==> src/rtl/fetch_unit.sv <==
// Instruction-fetch stage: issues req/ack reads for the PC register's address and queues {PC, word} for decode.
// Define FETCH_PIPELINE_EN to allow the next request to be issued in the same cycle as the current ack.
module fetch_unit #(
    parameter int          QDEPTH   = 2,
    parameter logic [31:0] RESET_PC = 32'h0040_0000
) (
    input  logic        clk,
    input  logic        reset,
    input  logic [31:0] PC,
    input  logic        Branch,
    input  logic        stall,
    output logic        FetchStall,
    output logic        IMemReq,
    output logic [31:0] IMemAddr,
    input  logic        IMemAck,
    input  logic [31:0] IMemData,
    output logic [31:0] Instr,
    output logic [31:0] InstrPC,
    output logic        InstrValid
);

    localparam int PW = $clog2(QDEPTH);
    localparam int CW = $clog2(QDEPTH) + 1;
    localparam logic [CW-1:0] DEPTH_C = CW'(QDEPTH);

    typedef enum logic [1:0] {
        IDLE,
        REQ,
        DISCARD
    } state_t;

    state_t        state_reg, state_next;
    logic          req_reg, req_next;
    logic [31:0]   addr_reg, addr_next;
    logic [CW-1:0] count_reg;
    logic [PW-1:0] rd_ptr_reg;
    logic [PW-1:0] wr_ptr_reg;

    logic [31:0]   instr_mem [QDEPTH];
    logic [31:0]   pc_mem    [QDEPTH];

    logic          accept;
    logic          push;
    logic          pop;
    logic          not_empty;

    assign not_empty = (count_reg != '0);

    // Space is reserved when a request is issued, so a push can never overflow.
    always_comb begin
        pop    = not_empty && !stall && !Branch;
        push   = (state_reg == REQ) && IMemAck && !Branch;
        accept = (state_reg == IDLE) && (count_reg < DEPTH_C) && !Branch;
`ifdef FETCH_PIPELINE_EN
        if (push && ((count_reg + CW'(1) - CW'(pop)) < DEPTH_C)) begin
            accept = 1'b1;
        end
`endif
    end

    assign FetchStall = reset || !accept;

    always_comb begin
        state_next = state_reg;
        req_next   = req_reg;
        addr_next  = addr_reg;
        case (state_reg)
            IDLE: begin
                if (accept) begin
                    addr_next  = PC;
                    req_next   = 1'b1;
                    state_next = REQ;
                end
            end
            REQ: begin
                if (IMemAck) begin
                    if (accept) begin
                        addr_next = PC;
                    end else begin
                        req_next   = 1'b0;
                        state_next = IDLE;
                    end
                end else if (Branch) begin
                    // A request is never withdrawn; wait out its ack and drop the data.
                    state_next = DISCARD;
                end
            end
            DISCARD: begin
                if (IMemAck) begin
                    req_next   = 1'b0;
                    state_next = IDLE;
                end
            end
            default: begin
                req_next   = 1'b0;
                state_next = IDLE;
            end
        endcase
    end

    always_ff @(posedge clk or posedge reset) begin
        if (reset) begin
            state_reg <= IDLE;
            req_reg   <= 1'b0;
            addr_reg  <= RESET_PC;
        end else begin
            state_reg <= state_next;
            req_reg   <= req_next;
            addr_reg  <= addr_next;
        end
    end

    assign IMemReq  = req_reg;
    assign IMemAddr = addr_reg;

    // Flush on Branch takes priority over any push or pop in the same cycle.
    always_ff @(posedge clk or posedge reset) begin
        if (reset) begin
            count_reg  <= '0;
            rd_ptr_reg <= '0;
            wr_ptr_reg <= '0;
        end else if (Branch) begin
            count_reg  <= '0;
            rd_ptr_reg <= '0;
            wr_ptr_reg <= '0;
        end else begin
            if (push) begin
                wr_ptr_reg <= wr_ptr_reg + PW'(1);
            end
            if (pop) begin
                rd_ptr_reg <= rd_ptr_reg + PW'(1);
            end
            if (push && !pop) begin
                count_reg <= count_reg + CW'(1);
            end else if (pop && !push) begin
                count_reg <= count_reg - CW'(1);
            end
        end
    end

    always_ff @(posedge clk) begin
        if (push) begin
            instr_mem[wr_ptr_reg] <= IMemData;
            pc_mem[wr_ptr_reg]    <= addr_reg;
        end
    end

    assign InstrValid = not_empty;
    assign Instr      = not_empty ? instr_mem[rd_ptr_reg] : '0;
    assign InstrPC    = not_empty ? pc_mem[rd_ptr_reg] : RESET_PC;

endmodule

==> config.mk <==
export PLATFORM = sky130hd
export DESIGN_NAME = fetch_unit
export DESIGN_NICKNAME = d
export VERILOG_FILES = /design/src/rtl/fetch_unit.sv
export SDC_FILE = /design/constraint.sdc
export NUM_CORES = 1
export LEC_CHECK = 0
export ABC_CLOCK_PERIOD_IN_PS = 6100
export CORE_MARGIN = 2
export CORE_UTILIZATION = 54
export CTS_BUF_LIST = sky130_fd_sc_hd__clkbuf_4
export DETAILED_ROUTE_END_ITERATION = 16
export PLACE_DENSITY = 0.91
export REMOVE_ABC_BUFFERS = 1
export SLEW_MARGIN = 5
export SYNTH_ARGS = -nofsm -noshare
export SYNTH_HDL_FRONTEND = slang
export SYNTH_SLANG_ARGS = --single-unit
==> constraint.sdc <==
create_clock -name clk -period 6.1 [get_ports clk]
set_input_delay 1.22 -clock clk [delete_from_list [all_inputs] [get_ports clk]]
set_output_delay 1.22 -clock clk [all_outputs]
set_load 0.02 [all_outputs]
==> run summary, run 1 <==
Detailed routing placed a total of 6257 um of wire on met2. The via count of the first global-routing pass was 3725. The worst-case headroom to the max-slew limit came out at 24.92%.

The final cell utilization of the core came out at 74.18%. The area growth from synthesis to layout is 33.47%. The worst setup path is captured at an output pin. The number of top-level pins is 168. In this run the top signal layer used is met4. STA puts the critical path data required time at 4.88 ns. Traced cell by cell, the critical path runs through nor2_4, buf_4, inv_1, nand2_1, clkdlybuf4s50_1.

The worst hold path passes through 0 cells. The sum of met3 wire segment lengths after detailed routing is 783 um. The total vias in the final route is 3673. The slew at the pin closest to its max-slew limit is 1.126 ns. The number of rows in the core area is 39. The post-CTS repair timing setup buffer count is 0. The internal portion of the total power is 0.001847 W.

Power spread over the standard cell area amounts to 287.7 nW/um^2. The number of vias per cell came out at 5.195. The number of buffer cells added on primary ports came out at 167. The startpoint identified for the worst hold timing path is IMemAddr[12]. Hold is met by 0.5083 ns. The proportion of layout cells with a drive suffix above 1 is 11.35%. Sequential cells were found to cover 75.64% of the synthesized design area. The kind of cell with the highest combined delay along the critical path is buffers and inverters. The warning count from the yosys run came out at 0. The relative contribution of the clock network to total power came out at 28.5%. The die is 112.6 um tall. The number of max-capacitance violations reported came out at 0.

In this run the static leakage power is 2.876 nW. The number of diodes added for antenna fixing is 0. Summed over all instances, the cell type with the most area after synthesis is edfxtp_1. The number of nets with antenna violations after detailed routing came out at 0. The slowest stage of the critical path is the nor2_4 cell. The combinational power share is 15.1%. The H-tree generated during clock tree synthesis spans 4 levels.

The run finished with clean final reports. Counting I/O delays and the setup requirement, the final critical path takes 4.135 ns. The hold violation total from the final report was 0. The overall overflow remaining after global route is 0. The number of CTS-inserted buffers is 17. The root buffer cell chosen for the clock tree is clkbuf_4. The worst vdd rail ir drop came out at 0.1861 mV. The maximum number of pins on one net before global-route repair is 67. The data arrival time at the worst-slack endpoint is 2.91 ns. The CTS tree is built.

The worst hold path terminates at pc_mem[0][12]. Counting along the longest clock path gives a buffer depth of 2. The standard cell core area came out at 11470 um^2. Yosys attributes the largest share of cell area to edfxtp_1 60%, dfrtp_1 15%, mux2i_1 10%. For this design the total switching power over the nets is 0.0006009 W.

The first global-routing pass estimated 18780 um of wire. The critical path contains buffers and inverters numbering 3 combined. In this run the critical register-to-register path is captured at pc_mem[1][15]. The total setup violations reported at the end of the flow is 0. The register share of total power came out at 56.4%. The first detailed-routing pass took 5 iterations. The clock skew is 0.01790 ns. The synthesized cell area is 6374 um^2. The highest cell delay on the worst timing path came out at 0.60 ns. The number of unique standard cell types used by synthesis came out at 25. The final sum of negative setup slack is 0 ns. The number of DRC markers after the initial detailed-route iteration came out at 159.

The total wire length after detailed routing is 12080 um. For the worst flop-to-flop path, the logic depth is 4. The clock reaches the later pin of the worst-skew pair after 0.54 ns. The detailed placer's ending HPWL is 7845 um. The fraction of power spent switching nets came out at 24.55%.

After clock tree synthesis, the flow added hold-fix buffers numbering 0. The cell count after synthesis came out at 379. The DRC violation count after routing came out at 0. Setup repair after global routing left no endpoint under its margin.

The kind of path behind the tightest hold check is register to register. The critical path runs through a total of 5 cells. The number of pins with negative max-slew slack in the final report is 0.

Dividing the detail-routed wire length by the instance count gives 17.08 um. The total routing resource utilization after global routing is 19.60%. The total number of clock tree sinks came out at 167. The wire length on met1 came out at 4852 um. Of all nets on the critical path, the largest fanout is 36. The number of antenna violations at the first check in global routing is 0. The setup slack of the worst register-to-register path came out at 3.36 ns. After clock tree synthesis, the repair step resized 0 gates.

The ratio of final minimum period to clock period came out at 67.79%. Counting flops and latches in the post-synthesis netlist gives 167. Of the post-synthesis cell area, the dominant cell type holds 60.31%. The worst setup path is of the register to output pin kind. The mean post-synth cell area is 16.82 um^2. The clock transition at the registers of the reported paths is 0.12 ns. The initial utilization of the core area, before any placement, comes to 55.58%. The startpoint identified for the worst register-to-register timing path is state_reg[0]. The final RePlAce weighted congestion is 0.7766. The die is 112.6 um wide.

The die covers 12690 um^2. The layout net count came out at 620. The worst setup path is launched from a register. Derived from the worst setup path, the maximum achievable clock frequency is 0.2418 GHz.
-- Yosys cell counts (all sizes together) --
cell / count
nand3b: 1
nand2b: 2
nor2: 70
dfrtp: 38
mux2i: 66
or2: 1
o21ai: 2
xnor2: 1
nor2b: 1
nand2: 4
buf: 17
inv: 3
edfxtp: 128
dfstp: 1
clkbuf: 2
nor4: 1
a2111oi: 2
or3: 1
and2: 1
nand4b: 1
a21oi: 3
mux2: 33
-- cell type report --
cell class	count	area (um^2)
flip-flops and latches	167	4825
fillers	715	2960
repair buffers	172	1709
multi-input cells	190	1459
clock inverters	13	181.4
well taps	143	178.9
clock buffers	19	142.6
inverters	3	11.26
-- metal layers --
metal	vias up	track usage [%]
li1	1734	-
met1	1779	24.08
met2	143	33.25
met3	17	5.022
met4	0	8.130
met5	-	0
-- power by group through the flow --
stage / combinational, W / sequential [W] / clock, W
after floorplan: 0.000121 / 0.00145 / 0
after global placement: 0.000364 / 0.00140 / 0
after detailed placement: 0.000372 / 0.00141 / 0
after CTS: 0.000374 / 0.00138 / 0.000711
after global routing: 0.000392 / 0.00139 / 0.000758
final: 0.000369 / 0.00138 / 0.000698
-- cells by family after synthesis --
family,count (synthesis),synth area share (%)
multiplexers,99,16.20
AO/OA/AOI/OAI,7,0.6674
AND/OR/NAND/NOR,83,5.536
flip-flops,167,75.64
XOR/XNOR,1,0.1374
buffers and inverters,22,1.826
-- per-stage QoR --
step           setup WS [ns]  instances  power, W  cell area [um^2]
3_3_place_gp           2.074        675  0.001762              8183
2_1_floorplan          1.263        360  0.001566              6269
5_1_grt                1.709        707  0.002540              8507
4_1_cts                1.887        707  0.002465              8507
6_report               1.965        707  0.002448              8507
3_5_place_dp           2.036        675  0.001777              8183
-- worst max-delay path by stage --
stage,to,startpoint
6_report,InstrPC[22],count_reg[1]
2_1_floorplan,instr_mem[0][0],IMemAck
3_3_place_gp,FetchStall,reset
4_1_cts,InstrPC[22],count_reg[1]
5_1_grt,InstrPC[22],count_reg[1]
3_5_place_dp,FetchStall,reset
-- placed cells by master, fill, tap and decap left out, types with 2 or more instances in the layout --
cell / instances
clkbuf_4: 19
dfrtp_1: 37
mux2_2: 23
buf_4: 5
nor2_4: 3
bufinv_16: 4
clkdlybuf4s50_1: 167
mux2i_1: 66
o21ai_0: 2
a2111oi_0: 2
clkinvlp_4: 2
edfxtp_1: 128
nor2_1: 67
nand2_1: 4
clkinv_1: 3
nand2b_1: 2
inv_1: 3
a21oi_1: 3
mux2_1: 10
clkinv_4: 4
(Power assumes the default switching activity.)
==> run 2: changes to the inputs <==
ABC_CLOCK_PERIOD_IN_PS = 4000   (was 6100)
CORE_UTILIZATION = 50   (was 54)
PLACE_DENSITY = 0.85   (was 0.91)
clock period = 4 ns   (was 6.1 ns; I/O delays follow)
==> run 2 against run 1 <==
Setup slack worse by 1.5 ns. Clock power up 49%. Non-clock buffer count increased by 2. Critical path depth fell by 2. Die area up 7.7%. Flip-flop and latch count is the same. Critical path type unchanged. Largest cell class unchanged. Highest routed layer unchanged.
==> run summary, run 2 (synthesis results as in run 1) <==
The run finished with clean final reports. The total wire length after detailed routing came out at 12380 um (+2.5%). Leaving out fill and tap cells, the most frequent cell in the layout is clkdlybuf4s50_1. The global-route met3 utilization came to 5.304% (+0.28 points). The total routing resource utilization after global routing came out at 18.67% (-0.93 points).

The number of hold buffers added after cts came out at 0 (unchanged). The pre-CTS worst setup slack is 0.9337 ns (-1.103 ns). The detailed-route wire length per cell is 16.78 um (-1.8%). The number of cells on the worst reg-to-reg path is 4 (unchanged). The number of vias per cell came out at 5.012 (-3.5%). The maximum number of pins on one net before global-route repair is 67 (unchanged). The met2 usage in global routing is 33.37% (+0.12 points). The final worst setup slack came out at 0.4308 ns (-1.534 ns).

The overall overflow remaining after global route is 0 (unchanged). The layout net count is 622 (+0.32%). The detailed placer's ending HPWL was 7939 um (+1.2%). The via count of the first global-routing pass is 3877 (+4.1%). The clock skew is 0.01477 ns (-0.003130 ns). STA classifies the critical path endpoint as an output pin. The multi-input gate area in the final layout was 1459 um^2 (unchanged). The critical path is of the register to output pin type. The number of rows in the core area is 41 (+5.1%).

The worst-skew pair later-pin latency was 0.54 ns (about the same). The clock transition at the registers of the reported paths is 0.13 ns (about the same). In this run the critical register-to-register path is launched from state_reg[1]. The layer carrying the most global-route usage is met2. The cell family contributing the most delay on the critical path is flip-flops. The proportion of layout cells with a drive suffix above 1 is 11.84% (+0.49 points).

The die height is 116.9 um (+3.8%). The total vias in the final route came out at 3699 (+0.71%). The post-cts repair resize count came out at 0 (unchanged).

The cell depth of the worst hold path came out at 0 (unchanged). The total number of clock tree sinks came out at 167 (unchanged). The number of antenna violations at the first check in global routing is 0 (unchanged). The placed standard-cell area came to 8247 um^2 (+0.78%).

The number of max-capacitance violations reported is 0 (unchanged). The number of pins with negative max-slew slack in the final report came out at 0 (unchanged). The required time of the critical path is 3.20 ns (-1.68 ns).

The library cell used as clock root buffer is clkbuf_4. The data arrival time at the worst-slack endpoint is 2.77 ns (-0.14 ns). The final RePlAce weighted congestion is 0.7174 (-7.6%).

The worst vdd rail ir drop came out at 0.3016 mV (+62%). The slew at the pin closest to its max-slew limit came out at 1.145 ns (+0.01897 ns). The highest cell delay on the worst timing path came to 1.17 ns (+0.57 ns).

The number of top-level pins is 168 (unchanged). The CTS tree is built. The H-tree level count is 4 (unchanged).

The worst setup path is launched from a register. For this run, the top clock speed supported by timing is 0.2802 GHz. The number of buffers on the longest clock path is 2 (unchanged). The leakage component of the power came out at 2.886 nW (+0.34%).

The number of nets with antenna violations after detailed routing is 0 (unchanged). The total power density per cell area was 433.3 nW/um^2 (+51%). The die boundary width is 116.9 um (+3.8%). The standard cell core area is 12520 um^2 (+9.2%).

The final design area excluding fillers came to 8558 um^2 (+0.60%). The top cell types in the final layout, fill and taps aside, are 167 x clkdlybuf4s50_1, 128 x edfxtp_1, 67 x nor2_1. The worst hold path terminates at pc_mem[1][25]. The biggest fanout along the worst timing path was 66 (+83%). The first-pass GRT wire length came out at 18730 um (-0.26%). The ratio of final minimum period to clock period is 89.23%. The total setup violations reported at the end of the flow was 0 (unchanged).

The number of CTS-inserted buffers came out at 17 (unchanged). The number of DRC markers after the initial detailed-route iteration came to 204 (+28%). The fill cell total of the finished layout is 910 (+27%). The signed area change from the synthesized netlist to the final layout came out at 34.28%. The DRC violation count after routing is 0 (unchanged). The highest-delay cell along the critical path is dfrtp_4. The number of buffer cells added on primary ports came to 167 (unchanged). The post-CTS repair timing setup buffer count came out at 0 (unchanged). The total area of sequential cells was 4825 um^2 (unchanged). The effective utilization at floorplan came to 50.92% (-4.7 points). The total buffers and inverters traversed by the critical path came to 1 (-2). The setup slack of the worst register-to-register path came out at 1.86 ns (-1.50 ns). The worst register-to-register path ends at instr_mem[0][3]. The launch point of the worst hold path is IMemAddr[25].

Setup repair after global routing left no endpoint under its margin. The worst-case headroom to the max-slew limit is 23.66% (-1.3 points). The met1 capacity usage during global routing is 20.23% (-3.8 points).

The number of iterations in the first detailed-routing pass came out at 4 (-1). The minimum clock period is 3.569 ns. Walking the worst path, the cells encountered are mux2i_1, nor2_1, clkdlybuf4s50_1.

The number of diodes added for antenna fixing came to 0 (unchanged). The hold violation total from the final report was 0 (unchanged). The overall die area is 13670 um^2 (+7.7%). The path class of the tightest hold or removal check is register to register.
-- run 2: how the worst max path moves through the flow --
| stage | from | endpoint | slack, ns | cells past startpoint |
|---|---|---|---|---|
| CTS | rd_ptr_reg | InstrPC[8] | 0.36 | 3 |
| global placement | Branch | FetchStall | 0.98 | 4 |
| finish | rd_ptr_reg | InstrPC[15] | 0.43 | 3 |
| detailed placement | Branch | FetchStall | 0.93 | 4 |
| floorplan | IMemAck | instr_mem[0][0] | -0.42 | 3 |
| global route | rd_ptr_reg | InstrPC[8] | 0.23 | 3 |
-- run 2: layout make-up --
type,instances,area share [%]
Tap cell,172,2.515
Timing Repair Buffer,174,20.29
Clock buffer,17,1.491
Sequential cell,167,56.37
Multi-Input combinational cell,190,17.05
Clock inverter,15,2.149
Inverter,3,0.1316
-- run 2: metal layers --
layer / routed length [um] / vias to the layer above
li1: - / 1738
met3: 758 / 29
met5: 0 / -
met1: 4846 / 1806
met2: 6426 / 126
met4: 352 / 0
-- run 2: power breakdown --
| part | internal [W] | switching, W |
|---|---|---|
| sequential | 0.00201 | 0.0000944 |
| clock | 0.000488 | 0.000550 |
| combinational | 0.000303 | 0.000266 |
| total | 0.00280 | 0.000910 |
-- run 2: per-stage QoR --
step | hold slack (ns) | power (W) | util [%] | std cells | setup TNS, ns
5_1_grt | 0.5181 | 0.003854 | 68.37 | 738 | 0
2_1_floorplan | 0.5533 | 0.002388 | - | 360 | -53.54
3_3_place_gp | 0.4700 | 0.002690 | 65.88 | 706 | 0
3_5_place_dp | 0.4760 | 0.002713 | 65.88 | 706 | 0
6_report | 0.5045 | 0.003708 | 68.37 | 738 | 0
4_1_cts | 0.5059 | 0.003747 | 68.37 | 738 | 0
-- run 2: worst register-to-register path, cell delays in order, from the launching register on --
cell and delay (ns):
dfrtp_1 0.48, nand3b_1 0.27, or2_2 0.38, nor2_4 0.10
buf_4 0.52
==> run 3: changes to the inputs <==
ABC_CLOCK_PERIOD_IN_PS = 4400   (was 4000)
CORE_UTILIZATION = 54   (was 50)
PLACE_DENSITY = 0.91   (was 0.85)
clock period = 4.4 ns   (was 4 ns; I/O delays follow)
==> run 3 against run 2 <==
Design area shrank 0.39%. Die area fell by 7.2%. Critical path type unchanged. Critical path depth stayed put. Largest cell class unchanged. Register-to-register slack improved by 0.53 ns. Via count decreased by 0.14%. Clock skew rose by 0.0034 ns. Sequential power decreased by 9%. Setup slack better by 0.32 ns. Global-route usage is 1.6 points higher. Clock-buffer cell count increased by 5. Utilization rose by 6.0 points. First-iteration DRC count down 19%.
==> run summary, run 3 (synthesis results as in run 1) <==
The run finished with clean final reports. The library cell used most frequently in the layout, excluding fill and tap cells, is clkdlybuf4s50_1. The clock skew came to 0.01819 ns (+0.003421 ns).

The die height is 112.6 um (-3.6%). The placed standard-cell area is 8205 um^2 (-0.50%). The number of max-capacitance violations reported was 0 (unchanged).

The final sum of negative setup slack came out at 0 ns (unchanged). The die boundary width came to 112.6 um (-3.6%). The fill cell total of the finished layout came out at 723 (-21%). The via count of the first global-routing pass is 3920 (+1.1%). The proportion of layout cells with a drive suffix above 1 came out at 11.99% (+0.16 points). The ratio of final minimum period to clock period came out at 82.97%.

The number of nets with antenna violations after detailed routing is 0 (unchanged). The worst-case headroom to the max-slew limit came out at 24.19% (+0.54 points). The final design area excluding fillers is 8524 um^2 (-0.39%). The standard cell core area came out at 11470 um^2 (-8.4%). The total number of clock tree sinks came out at 167 (unchanged).

The kind of cell with the highest combined delay on the critical path is flip-flops. The setup slack of the worst register-to-register path came out at 2.39 ns (+0.53 ns). The clock transition at the registers of the reported paths is 0.13 ns (about the same). The first-pass GRT wire length is 19540 um (+4.3%).

The critical path goes through mux2i_1, nor2_1, clkdlybuf4s50_1. The number of buffer cells added on primary ports is 167 (unchanged). In this run the worst hold path is classified as register to register. The worst hold path begins at IMemAddr[13]. The library cell used as clock root buffer is clkbuf_4. The post-route non-filler standard cell count is 710 (-3.8%). The detailed placer's ending HPWL is 8405 um (+5.9%). Setup repair after global routing left no endpoint under its margin.

The number of iterations in the first detailed-routing pass came out at 4 (unchanged). The total buffers and inverters traversed by the critical path came out at 1 (unchanged). The number of vias per cell came out at 5.203 (+3.8%). The total routing resource utilization after global routing came out at 20.30% (+1.6 points).

The total vias in the final route was 3694 (-0.14%). In the layout the commonest cells are 167 x clkdlybuf4s50_1, 128 x edfxtp_1, 67 x nor2_1. The post-CTS repair timing setup buffer count came out at 0 (unchanged). The number of CTS-inserted buffers came out at 17 (unchanged). The path with the worst hold slack has its endpoint at pc_mem[0][13].

The total setup violations reported at the end of the flow is 0 (unchanged). In this run the critical register-to-register path is captured at pc_mem[0][30]. The biggest fanout along the worst timing path is 66 (unchanged). The H-tree level count is 4 (unchanged). The required time of the critical path was 3.52 ns (+0.32 ns). The number of top-level pins came out at 168 (unchanged).

The number of DRC markers after the initial detailed-route iteration came to 165 (-19%). The worst-skew pair later-pin latency is 0.52 ns (-0.02 ns). The CTS tree is built. The cell depth of the worst hold path was 0 (unchanged).

The number of cells on the worst reg-to-reg path is 4 (unchanged). The total power density per cell area came out at 397.2 nW/um^2 (-8.3%). The number of diodes added for antenna fixing is 0 (unchanged).

The maximum number of pins on one net before global-route repair came out at 67 (unchanged). The minimum clock period came out at 3.651 ns. The worst setup path category is register to output pin. The data arrival time at the worst-slack endpoint came out at 2.77 ns (about the same). STA classifies the critical path endpoint as an output pin. STA classifies the critical path startpoint as a register. The number of buffers on the longest clock path came out at 2 (unchanged).

The DRC violation count after routing came out at 0 (unchanged). The highest cell delay on the worst timing path came out at 1.20 ns (+0.03 ns). The detailed-route wire length per cell is 17.55 um (+4.6%). The overall die area came out at 12690 um^2 (-7.2%). The largest individual stage delay along the critical path comes from the cell dfrtp_4. The post-route total power is 0.003386 W (-8.7%). The layout net count came out at 623 (+0.16%).

The slew at the pin closest to its max-slew limit is 1.137 ns (-0.008048 ns). The post-cts repair resize count came out at 0 (unchanged). The total wire length after detailed routing is 12460 um (+0.64%). The number of pins with negative max-slew slack in the final report is 0 (unchanged). The maximum operating frequency came out at 0.2739 GHz. The effective utilization at floorplan is 55.58% (+4.7 points). The number of rows in the core area is 39 (-4.9%).

From synthesis to final layout, the design area changed by 33.75%. The number of antenna violations at the first check in global routing is 0 (unchanged). The leakage component of the power came out at 2.899 nW (+0.44%).

The hold violation total from the final report is 0 (unchanged). The number of hold buffers added after cts came out at 0 (unchanged). The startpoint identified for the worst register-to-register timing path is state_reg[0]. The final RePlAce weighted congestion is 0.7203 (+0.40%). The worst vdd rail ir drop is 0.2370 mV (-21%). The overall overflow remaining after global route came out at 0 (unchanged). The placed cell count is 678 (-4.0%).
[run 3: metrics by stage]
| step | setup slack, ns | hold WS (ns) | util (%) |
|---|---|---|---|
| 2_1_floorplan | -0.09690 | 0.5533 | - |
| 4_1_cts | 0.7099 | 0.5140 | 74.34 |
| 6_report | 0.7494 | 0.5083 | 74.34 |
| 3_3_place_gp | 1.235 | 0.4709 | 71.55 |
| 5_1_grt | 0.5240 | 0.5367 | 74.34 |
| 3_5_place_dp | 1.203 | 0.4838 | 71.55 |
[run 3: metal layers]
| metal | GRT usage [%] | vias up | wire, um |
|---|---|---|---|
| met5 | 0 | - | 0 |
| met4 | 4.553 | 0 | 106 |
| met3 | 6.263 | 12 | 748 |
| met2 | 35.93 | 122 | 6613 |
| met1 | 24.60 | 1812 | 4994 |
| li1 | - | 1748 | - |
[run 3: layout make-up]
| type | count | area, um^2 | share of cell area [%] |
|---|---|---|---|
| multi-input combinational | 190 | 1459 | 17.11 |
| sequential | 167 | 4825 | 56.60 |
| timing repair buffer | 175 | 1732 | 20.31 |
| inverter | 3 | 11.26 | 0.1321 |
| clock buffer | 22 | 165.2 | 1.937 |
| clock inverter | 10 | 153.9 | 1.805 |
| tap | 143 | 178.9 | 2.099 |
[run 3: worst max-delay path by stage]
stage	from	end	slack (ns)	depth (start not counted)
global placement	Branch	FetchStall	1.24	4
floorplan	IMemAck	instr_mem[0][0]	-0.1	3
global route	rd_ptr_reg	Instr[31]	0.52	3
detailed placement	Branch	FetchStall	1.20	4
finish	rd_ptr_reg	Instr[22]	0.75	3
CTS	rd_ptr_reg	Instr[20]	0.71	3
[run 3: report_power, final]
part           switching (W)  internal [W]  leakage, nW
clock               0.000477      0.000479        0.173
sequential         0.0000907       0.00183         1.62
combinational       0.000240      0.000275         1.11
total               0.000807       0.00258         2.90
